## src/rtl/snn_pkg.sv

```systemverilog
// Shared types and helpers for the spiking synapse/neuron blocks.
// Holds the synapse FSM states, datapath width and saturating add.
package snn_pkg;

    localparam int CW = 8;

    typedef enum logic [1:0] {
        IDLE  = 2'd0,
        REFR  = 2'd1,
        DECAY = 2'd2
    } syn_state_e;

    function automatic logic [CW-1:0] sat_add(
        input logic [CW-1:0] a,
        input logic [CW-1:0] b
    );
        logic [CW:0] s;
        s = {1'b0, a} + {1'b0, b};
        return s[CW] ? {CW{1'b1}} : s[CW-1:0];
    endfunction

endpackage

```

## src/rtl/spike_synapse_if.sv

```systemverilog
// Spike/weight inputs and current outputs of the synapse.
// The master drives spikes and weights; the slave is the synapse.
interface spike_synapse_if
    import snn_pkg::*;
();
    logic          spike_in;
    logic          weight_load;
    logic [CW-1:0] weight_in;
    logic [CW-1:0] current_out;
    logic          spike_seen;
    logic          active;

    modport master (
        output spike_in,
        output weight_load,
        output weight_in,
        input  current_out,
        input  spike_seen,
        input  active
    );

    modport slave (
        input  spike_in,
        input  weight_load,
        input  weight_in,
        output current_out,
        output spike_seen,
        output active
    );
endinterface

```

## src/rtl/synapse_decay_step.sv

```systemverilog
// One exponential decay step: cur - max(cur >> shift, 1), floored at 0.
// Also usable by the neuron leak path.
module synapse_decay_step
    import snn_pkg::*;
(
    input  logic [CW-1:0] cur,
    input  logic [2:0]    shift,
    output logic [CW-1:0] nxt
);
    logic [CW-1:0] d;

    always_comb begin
        d = cur >> shift;
        // Small values still reach zero instead of stalling.
        if (d == '0 && cur != '0) begin
            d = {{(CW-1){1'b0}}, 1'b1};
        end
        nxt = cur - d;
    end
endmodule

```

## src/rtl/spike_synapse.sv

```systemverilog
// Postsynaptic current generator: weighted, saturating spike
// accumulation with refractory window and prescaled decay.
module spike_synapse
    import snn_pkg::*;
#(
    parameter logic [7:0] WEIGHT       = 8'h20,
    parameter int         DECAY_SHIFT  = 3,
    parameter int         DECAY_PERIOD = 4,
    parameter int         REFRACT      = 2
) (
    input  logic             clk,
    input  logic             rst,
    spike_synapse_if.slave   bus
);
    localparam int PW = (DECAY_PERIOD > 1) ? $clog2(DECAY_PERIOD) : 1;
    localparam int RW = (REFRACT > 1) ? $clog2(REFRACT) : 1;
    localparam logic [PW-1:0] PRESC_MAX = PW'(DECAY_PERIOD - 1);
    localparam logic [RW-1:0] REFR_INIT = RW'(REFRACT - 1);

    syn_state_e    state_q, state_d;
    logic [CW-1:0] current_q, current_d;
    logic [CW-1:0] weight_q, weight_d;
    logic [PW-1:0] presc_q, presc_d;
    logic [RW-1:0] refr_q, refr_d;
    logic          spike_prev_q, spike_prev_d;
    logic          spike_seen_q, spike_seen_d;
    logic          active_q, active_d;

    logic          rise;
    logic          accept;
    logic          tick;
    logic [CW-1:0] dec_cur;
    logic [CW-1:0] cur_dec;

    synapse_decay_step u_decay (
        .cur   (current_q),
        .shift (3'(DECAY_SHIFT)),
        .nxt   (dec_cur)
    );

    always_comb begin
        rise    = bus.spike_in & ~spike_prev_q;
        accept  = rise && (state_q != REFR);
        tick    = (state_q != IDLE) && (presc_q == PRESC_MAX);
        // Decay is applied before the new spike's weight.
        cur_dec = tick ? dec_cur : current_q;

        current_d    = accept ? sat_add(cur_dec, weight_q) : cur_dec;
        weight_d     = bus.weight_load ? bus.weight_in : weight_q;
        spike_prev_d = bus.spike_in;
        spike_seen_d = accept;
        state_d      = state_q;
        refr_d       = refr_q;

        unique case (state_q)
            IDLE: begin
                if (accept) begin
                    state_d = REFR;
                    refr_d  = REFR_INIT;
                end
            end
            REFR: begin
                if (refr_q == '0) begin
                    state_d = (current_d != '0) ? DECAY : IDLE;
                end else begin
                    refr_d = refr_q - 1'b1;
                end
            end
            DECAY: begin
                if (accept) begin
                    state_d = REFR;
                    refr_d  = REFR_INIT;
                end else if (current_d == '0) begin
                    state_d = IDLE;
                end
            end
            default: state_d = IDLE;
        endcase

        if (state_q == IDLE || state_d == IDLE) begin
            presc_d = '0;
        end else if (presc_q == PRESC_MAX) begin
            presc_d = '0;
        end else begin
            presc_d = presc_q + 1'b1;
        end

        active_d = (state_d != IDLE);
    end

    always_ff @(posedge clk or posedge rst) begin
        if (rst) begin
            state_q      <= IDLE;
            current_q    <= '0;
            weight_q     <= WEIGHT;
            presc_q      <= '0;
            refr_q       <= '0;
            spike_prev_q <= 1'b0;
            spike_seen_q <= 1'b0;
            active_q     <= 1'b0;
        end else begin
            state_q      <= state_d;
            current_q    <= current_d;
            weight_q     <= weight_d;
            presc_q      <= presc_d;
            refr_q       <= refr_d;
            spike_prev_q <= spike_prev_d;
            spike_seen_q <= spike_seen_d;
            active_q     <= active_d;
        end
    end

    assign bus.current_out = current_q;
    assign bus.spike_seen  = spike_seen_q;
    assign bus.active      = active_q;
endmodule

```

## src/flat_wrapper.sv

```systemverilog
// flat-port wrapper written by rule: the top's interface ports become plain ports
module spike_synapse_flat import snn_pkg::*;
#(
    parameter logic [7:0] WEIGHT       = 8'h20,
    parameter int         DECAY_SHIFT  = 3,
    parameter int         DECAY_PERIOD = 4,
    parameter int         REFRACT      = 2
)
  (clk, rst, bus_spike_in, bus_weight_load, bus_weight_in, bus_current_out, bus_spike_seen, bus_active);
  spike_synapse_if bus_i ();
  input  logic clk;
  input  logic rst;
  input wire logic [$bits(bus_i.spike_in)-1:0] bus_spike_in;
  input wire logic [$bits(bus_i.weight_load)-1:0] bus_weight_load;
  input wire logic [$bits(bus_i.weight_in)-1:0] bus_weight_in;
  output wire logic [$bits(bus_i.current_out)-1:0] bus_current_out;
  output wire logic [$bits(bus_i.spike_seen)-1:0] bus_spike_seen;
  output wire logic [$bits(bus_i.active)-1:0] bus_active;
  assign bus_i.spike_in = bus_spike_in;
  assign bus_i.weight_load = bus_weight_load;
  assign bus_i.weight_in = bus_weight_in;
  assign bus_current_out = bus_i.current_out;
  assign bus_spike_seen = bus_i.spike_seen;
  assign bus_active = bus_i.active;
  spike_synapse #(.WEIGHT(WEIGHT), .DECAY_SHIFT(DECAY_SHIFT), .DECAY_PERIOD(DECAY_PERIOD), .REFRACT(REFRACT)) u_core (.clk(clk), .rst(rst), .bus(bus_i));
endmodule
```

## config.mk

```make
export PLATFORM = sky130hd
export DESIGN_NAME = spike_synapse_flat
export DESIGN_NICKNAME = d
export VERILOG_FILES = /design/src/rtl/snn_pkg.sv /design/src/rtl/spike_synapse_if.sv /design/src/rtl/synapse_decay_step.sv /design/src/rtl/spike_synapse.sv /design/src/flat_wrapper.sv
export SDC_FILE = /design/constraint.sdc
export NUM_CORES = 1
export LEC_CHECK = 0
export ABC_CLOCK_PERIOD_IN_PS = 6900
export CORE_UTILIZATION = 61
export DETAILED_ROUTE_END_ITERATION = 12
export PLACE_DENSITY = 0.87
export SYNTH_ARGS = -nofsm -noshare
export SYNTH_HDL_FRONTEND = slang
export SYNTH_HIERARCHICAL = 1
export SYNTH_SLANG_ARGS = --single-unit
```

## constraint.sdc

```tcl
create_clock -name clk -period 6.9 [get_ports clk]
set_input_delay 1.38 -clock clk [delete_from_list [all_inputs] [get_ports clk]]
set_output_delay 1.38 -clock clk [all_outputs]
set_load 0.1 [all_outputs]
```

==> results of run 1 <==
-- cell usage in the layout (no fill, tap or decap), drive strengths merged, types with 5 or more instances in the layout --
| cell | synthesis | routed |
|---|---|---|
| nor2 | 20 | 20 |
| ha | 17 | 17 |
| inv | 13 | 13 |
| nor2b | 5 | 5 |
| mux2 | 15 | 15 |
| mux2i | 6 | 6 |
| dfrtp | 23 | 23 |
| a21oi | 16 | 16 |
| nor3 | 5 | 5 |
| conb | 2 | 7 |
| nand2 | 12 | 12 |
| clkdlybuf4s50 | 0 | 21 |
| xnor2 | 8 | 8 |
| o21ai | 9 | 9 |
-- worst max-delay path by stage --
stage | from | cells past startpoint | slack (ns) | to
2_1_floorplan | u_core/bus.current_out[5] | 22 | 1.98 | u_core/presc_q[0]
3_3_place_gp | u_core/bus.current_out[5] | 21 | 2.28 | u_core/presc_q[0]
3_5_place_dp | u_core/bus.current_out[5] | 21 | 2.08 | u_core/presc_q[0]
4_1_cts | u_core/bus.current_out[5] | 21 | 2.02 | u_core/presc_q[0]
5_1_grt | u_core/bus.current_out[7] | 21 | 1.57 | u_core/presc_q[0]
6_report | u_core/bus.current_out[5] | 21 | 2.00 | u_core/presc_q[0]
-- metal layers --
layer	vias to the layer above	GRT usage, %	routed length, um
met2	39	43.02	1923
met1	753	34.12	1832
li1	809	-	-
met5	-	0	0
met4	0	7.309	39
met3	4	3.463	123
-- registers in the layout, summed over array words and instances, names as in the netlist --
register                flops
u_core/spike_prev_q         1
u_core/bus.active           1
u_core/refr_q               1
u_core/state_q              2
u_core/bus.spike_seen       1
u_core/bus.current_out      8
u_core/presc_q              2
u_core/weight_q             8
-- critical path: cells and delay by family (launching register included) --
family          cells  cell delay [ns]
compound gates     10             2.10
mux                 2             0.64
fa+ha+maj           3             1.00
xor+xnor            1             0.08
simple gates        4             0.47
flops               1             0.45
buf+inv             1             0.05
-- cell usage after synthesis, drive strengths merged, types with 2 or more instances --
| cell | instances | area share, % |
|---|---|---|
| buf | 3 | 1.3 |
| clkbuf | 3 | 0.61 |
| nand4 | 2 | 0.61 |
| nand3b | 3 | 1.1 |
| nor3 | 5 | 1.7 |
| nor2b | 5 | 1.5 |
| ha | 17 | 10 |
| o21ai | 9 | 2.4 |
| a21o | 4 | 1.5 |
| o22a | 2 | 0.85 |
| nor2 | 20 | 4.3 |
| a21boi | 3 | 1.1 |
| mux2i | 6 | 2.9 |
| a211oi | 2 | 0.73 |
| a21oi | 16 | 4.1 |
| conb | 2 | 0.37 |
| nand2b | 4 | 1.2 |
| a2bb2oi | 3 | 1.3 |
| mux2 | 15 | 8.6 |
| nand2 | 12 | 2.3 |
| nor4 | 2 | 0.61 |
| fa | 2 | 2.0 |
| dfrtp | 23 | 28 |
| xnor2 | 8 | 3.4 |
| inv | 13 | 2.4 |
| nand3 | 3 | 0.73 |
| and2b | 2 | 0.73 |
| and2 | 2 | 0.73 |
| o31ai | 4 | 2.0 |
| xor2 | 2 | 0.85 |
| o211ai | 2 | 0.73 |
| o32a | 2 | 1.6 |
-- power by group through the flow --
stage	combinational [W]	sequential, W	clock, W
global route	0.000741	0.000239	0.0000716
CTS	0.000678	0.000230	0.0000673
floorplan	0.000396	0.000374	0
global placement	0.000665	0.000231	0
finish	0.000685	0.000230	0.0000653
detailed placement	0.000673	0.000233	0
-- cell type report --
class | count | area (um^2)
clock buffers | 4 | 26.28
multi-input cells | 176 | 1380
well taps | 44 | 55.05
repair buffers | 21 | 210.2
flip-flops and latches | 24 | 601.8
inverters | 13 | 48.80
fillers | 214 | 805.8
-- per-stage QoR --
stage / hold WS [ns] / util [%] / instance area (um^2)
final: 0.4626 / 74.24 / 2322
after global routing: 0.4859 / 74.24 / 2322
after CTS: 0.4654 / 74.24 / 2322
after detailed placement: 0.4516 / 73.40 / 2296
after global placement: 0.4273 / 73.40 / 2296
after floorplan: 0.4109 / - / 2071
-- logic make-up (layout without fill, tap and decap cells) --
| logic type | after synthesis | after routing | share of synthesized area [%] |
|---|---|---|---|
| buf+inv | 19 | 38 | 4.329 |
| other cells | 2 | 7 | 0.3660 |
| fa+ha+maj | 19 | 19 | 12.32 |
| xor+xnor | 10 | 10 | 4.269 |
| flops | 24 | 24 | 29.33 |
| mux | 22 | 22 | 12.62 |
| compound gates | 53 | 53 | 19.27 |
| simple gates | 65 | 65 | 17.50 |
==> impl_metrics.yaml, run 1 <==
outcome:
  status: "complete, no violations"
pwr:
  ir_drop_mv: 0.2651
  p_total_w: 0.0009796
  clockPowerShare_pct: 6.7
  power_density_nw_per_um2: 421.8
  switching_power_w: 0.0005188
  sw_frac_of_total_pct: 52.96
  p_int_w: 0.0004608
  power.share.sequential_pct: 23.5
  p_leak_nw: 0.9672
  pwr-share-comb_pct: 69.9
critical_path:
  crit_slowest_cell: "dfrtp_1"
  regToRegSetupSlack_ns: 2.00
  r2r_end: "u_core/presc_q[0]"
  worst_setup_path_start_kind: "register"
  path_class: "reg2reg"
  crit_chain: "mux2_1, nor2_1, o32a_1, nand2_2, o31ai_2, ha_1, inv_1, fa_1, a21o_1, a21oi_1, o21bai_1, a21oi_1, xnor2_1, mux2_4, ha_1, nand4_1, a21oi_1, nor2_2, a221oi_2, o21ai_2, a211oi_1"
  worstPathArrival_ns: 5.13
  crit_required_ns: 7.13
  rr_worst_depth: 21
  reg2reg_from: "u_core/bus.current_out[5]"
  critPathMaxFanout: 9
  crit_path_frequent_cell: "a21oi_1"
  cpPeakStageDelay_ns: 0.45
  end_kind: "register"
grt:
  antenna_found_initial: 0
  global_route.overflow_total: 0
  grt_pass1_vias: 1554
  grt_max_degree: 25
  grt_pass1_wl_um: 6803
  grtUsageTotal_pct: 25.49
floorplanning:
  die_w_um: 60
  initial_core_util_pct: 65.60
  die_y_um: 60
  fp.dieArea_um2: 3600
  fp-row-count: 20
  coreArea_um2: 3128
  num_io_pins: 22
sta:
  slew_violations: 0
  hold_viol: 0
  fin_setup_tns_ns: 0
  timing_worst_slew_pin_value_ns: 0.9798
  max_freq_mhz: 204.2
  setup_viol: 0
  clock_skew_ns: 0.01253
  min_period_over_period_pct: 70.96
  setup_ws_ns: 2.004
  rsz0062_at_grt: "false"
  relSlewSlack_pct: 34.47
  period_needed_ns: 4.896
routing:
  drt-pass1-iter-count: 4
  drt_iter0_drc: 47
  antenna_left: 0
  detail_route.vias_per_cell: 5.691
  wire_per_inst_um: 13.90
  drc: 0
  via_count: 1605
  drt-total-wl_um: 3919
cts:
  cts_tree: "built"
  htree_levels: 1
  cts.repair.resized: 0
  cts_root_buffer: "clkbuf_4"
  clock_latency_ns: 0.33
  cts_sinks: 24
  cts_buffers: 3
  ctsHoldBuffers: 0
  cts_max_path_buffers: 2
  cts.clk_slew.worst_paths_ns: 0.12
  post-cts-setup-buffers: 0
place:
  dp_cells: 278
  port_buffers: 21
  post-place-ws_ns: 2.079
  dp.final_hpwl_um: 3100
  place_congestion: 0.8932
worst_hold_path:
  whs_path_depth: 1
  min_to: "u_core/presc_q[0]"
  hold_start: "u_core/presc_q[0]"
  hold_class: "reg2reg"
synth:
  netlist_instances: 214
  synth_cell_type_count: 60
  ys.flop_type: "dfrtp_1"
  yosysWarnings: 6
  ys_ff_latch: 24
  synthArstFlopShare_pct: 100.0
  synth_area_um2: 2052
  synth_edf_count: 0
  syn_area_per_cell_um2: 9.589
  ys_seq_area_share_pct: 29.33
cells_and_area:
  antennaDiodeCount: 0
  layout.cells.non_filler: 282
  drive_gt1_share_pct: 14.29
  fin_nets: 270
  area_delta_synth_final_pct: 13.17
flow_run:
  drv_cap: 0
(Power assumes the default switching activity.)
==> run 2, diff against run 1 <==
--- a/config.mk
+++ b/config.mk
@@ -5,10 +5,10 @@
 export SDC_FILE = /design/constraint.sdc
 export NUM_CORES = 1
 export LEC_CHECK = 0
-export ABC_CLOCK_PERIOD_IN_PS = 6900
-export CORE_UTILIZATION = 61
+export ABC_CLOCK_PERIOD_IN_PS = 4000
+export CORE_UTILIZATION = 51
 export DETAILED_ROUTE_END_ITERATION = 12
-export PLACE_DENSITY = 0.87
+export PLACE_DENSITY = 0.78
 export SYNTH_ARGS = -nofsm -noshare
 export SYNTH_HDL_FRONTEND = slang
 export SYNTH_HIERARCHICAL = 1
==> constraint.sdc (replaced) <==
create_clock -name clk -period 4 [get_ports clk]
set_input_delay 0.8 -clock clk [delete_from_list [all_inputs] [get_ports clk]]
set_output_delay 0.8 -clock clk [all_outputs]
set_load 0.1 [all_outputs]
==> run 2 against run 1 <==
  * The run now ends with negative setup slack left
  * Combinational power increased by 140%
  * Global-route usage increased by 1.3 points
  * Die area increased by 19%
  * Clock skew decreased by 0.0068 ns
  * Via count increased by 16%
  * Sequential share of layout area decreased by 4.3 points
  * Utilization increased by 2.2 points
  * Register-to-register slack got worse by 2.4 ns
  * Total power increased by 130%
  * Critical path type unchanged
  * Sequential power increased by 63%
  * Cell area increased by 24%
==> impl_metrics.yaml, run 2 (same netlist as run 1, synthesis figures left out) <==
routing:
  wire_per_inst_um: 16.25
  drc: 0
  detail_route.vias_per_cell: 5.664
  antenna_left: 0
  drt-total-wl_um: 5363
  drt_iter0_drc: 46
  drt-pass1-iter-count: 4
  via_count: 1869
floorplanning:
  initial_core_util_pct: 54.41
  fp.dieArea_um2: 4281
  num_io_pins: 22
  coreArea_um2: 3771
  die_w_um: 65.43
  die_y_um: 65.43
  fp-row-count: 22
cells_and_area:
  layout.cells.non_filler: 330
  drive_gt1_share_pct: 41.49
  n_fill_cell: 251
  area_delta_synth_final_pct: 40.49
  layout_commonest_cell: "buf_4"
  final_core_util_pct: 76.44
  antennaDiodeCount: 0
  fin_nets: 314
  final_cell_mix: "42 x buf_4, 21 x clkdlybuf4s50_1, 15 x dfrtp_1"
critical_path:
  path_buf_inv: 1
  crit_family: "compound AO/OA/AOI/OAI gates"
  crit_required_ns: 4.19
  crit_chain: "mux2_4, nor2_2, o32a_1, nand2_2, o31ai_2, ha_2, inv_2, fa_2, a21o_1, a21oi_2, o21bai_1, a21oi_2, xnor2_1, mux2_4, ha_4, nand4_1, a21oi_2, nor2_4, a221oi_4, o31ai_4, a211oi_2"
  end_kind: "register"
  cpPeakStageDelay_ns: 0.48
  crit_slowest_cell: "dfrtp_4"
  critPathMaxFanout: 8
  path_class: "reg2reg"
  worst_setup_path_start_kind: "register"
  crit_path_frequent_cell: "a21oi_2"
  worstPathArrival_ns: 4.59
sta:
  slew_violations: 0
  relSlewSlack_pct: 35.27
  period_needed_ns: 4.395
  timing_worst_slew_pin_value_ns: 0.9680
  clock_skew_ns: 0.005725
  hold_viol: 0
  fin_setup_tns_ns: -2.599
  setup_ws_ns: -0.3950
  setup_viol: 11
  min_period_over_period_pct: 109.9
  hold_ws_ns: 0.4626
  max_freq_mhz: 227.5
  rsz0062_at_grt: "true"
grt:
  antenna_found_initial: 0
  grt_max_degree: 25
  use_met2_pct: 48.32
  grt_use_met3_pct: 3.299
  grt_pass1_vias: 1869
  grtUsageTotal_pct: 26.78
  global_route.overflow_total: 0
  grt_pass1_wl_um: 8569
  grt_busiest_layer: "met2"
  met1_usage_pct: 31.97
place:
  place_congestion: 0.9639
  port_buffers: 21
  dp_cells: 316
  dp.final_hpwl_um: 3808
cts:
  clock_latency_ns: 0.27
  cts.clk_slew.worst_paths_ns: 0.09
  cts_buffers: 3
  cts_root_buffer: "clkbuf_8"
  htree_levels: 1
  cts_tree: "built"
  cts_max_path_buffers: 2
  cts_sinks: 24
flow_run:
  drv_cap: 0
outcome:
  status: "complete, but fails checks"
  violations: "negative setup slack"
pwr:
  p_leak_nw: 1.215
  ir_drop_mv: 0.4023
  power_density_nw_per_um2: 767.5
worst_hold_path:
  hold_class: "reg2reg"
-- run 2: changes by cell type in the layout (fill, tap and decap cells not counted), sizes merged --
cell  before  now
buf        0   44
-- run 2: final cells by class --
class	instances	area, um^2	area share, %
clock buffers	4	55.05	1.910
inverters	13	48.80	1.693
flip-flops and latches	24	621.8	21.57
well taps	48	60.06	2.083
repair buffers	65	551.8	19.14
multi-input cells	176	1545	53.60
-- run 2: worst paths after layout --
path | startpoint | end | slack (ns) | cells past startpoint
max in group asynchronous | rst | u_core/bus.current_out[6] | 2.29 | 2
hold reg to reg | u_core/presc_q[0] | u_core/presc_q[0] | 0.46 | 1
setup reg to reg | u_core/bus.current_out[5] | u_core/presc_q[0] | -0.39 | 21
setup / recovery | u_core/bus.current_out[5] | u_core/presc_q[0] | -0.39 | 21
min in group asynchronous | rst | u_core/weight_q[4] | 1.03 | 2
hold / removal | u_core/presc_q[0] | u_core/presc_q[0] | 0.46 | 1
-- run 2: power by group --
group          leakage [nW]  internal, W  total (W)  switching [W]
clock                0.0288    0.0000881   0.000169      0.0000811
sequential            0.270     0.000322   0.000374      0.0000524
combinational         0.917     0.000718    0.00167       0.000951
-- run 2: metal layers --
metal | up-vias | wire, um
met5 | - | 0
met4 | 0 | 136
met3 | 13 | 186
met2 | 45 | 2706
met1 | 909 | 2334
li1 | 902 | -
-- run 2: stage by stage --
| stage | instance area, um^2 | power [W] | setup WS (ns) |
|---|---|---|---|
| after floorplan | 2166 | 0.001393 | -0.3501 |
| after global placement | 2643 | 0.001826 | -0.2555 |
| after detailed placement | 2643 | 0.001858 | -0.3515 |
| after CTS | 2801 | 0.002120 | -0.3490 |
| after global routing | 2883 | 0.002338 | -0.5900 |
| final | 2883 | 0.002212 | -0.3950 |
-- run 2: what timing repair did --
action | 4_1_cts | 5_1_grt
endpoints found under the setup margin | 10 | 12
setup buffers | 6 | 5
pin swaps | 13 | 14
hold buffers | 0 | 0
resized for setup | 16 | 13
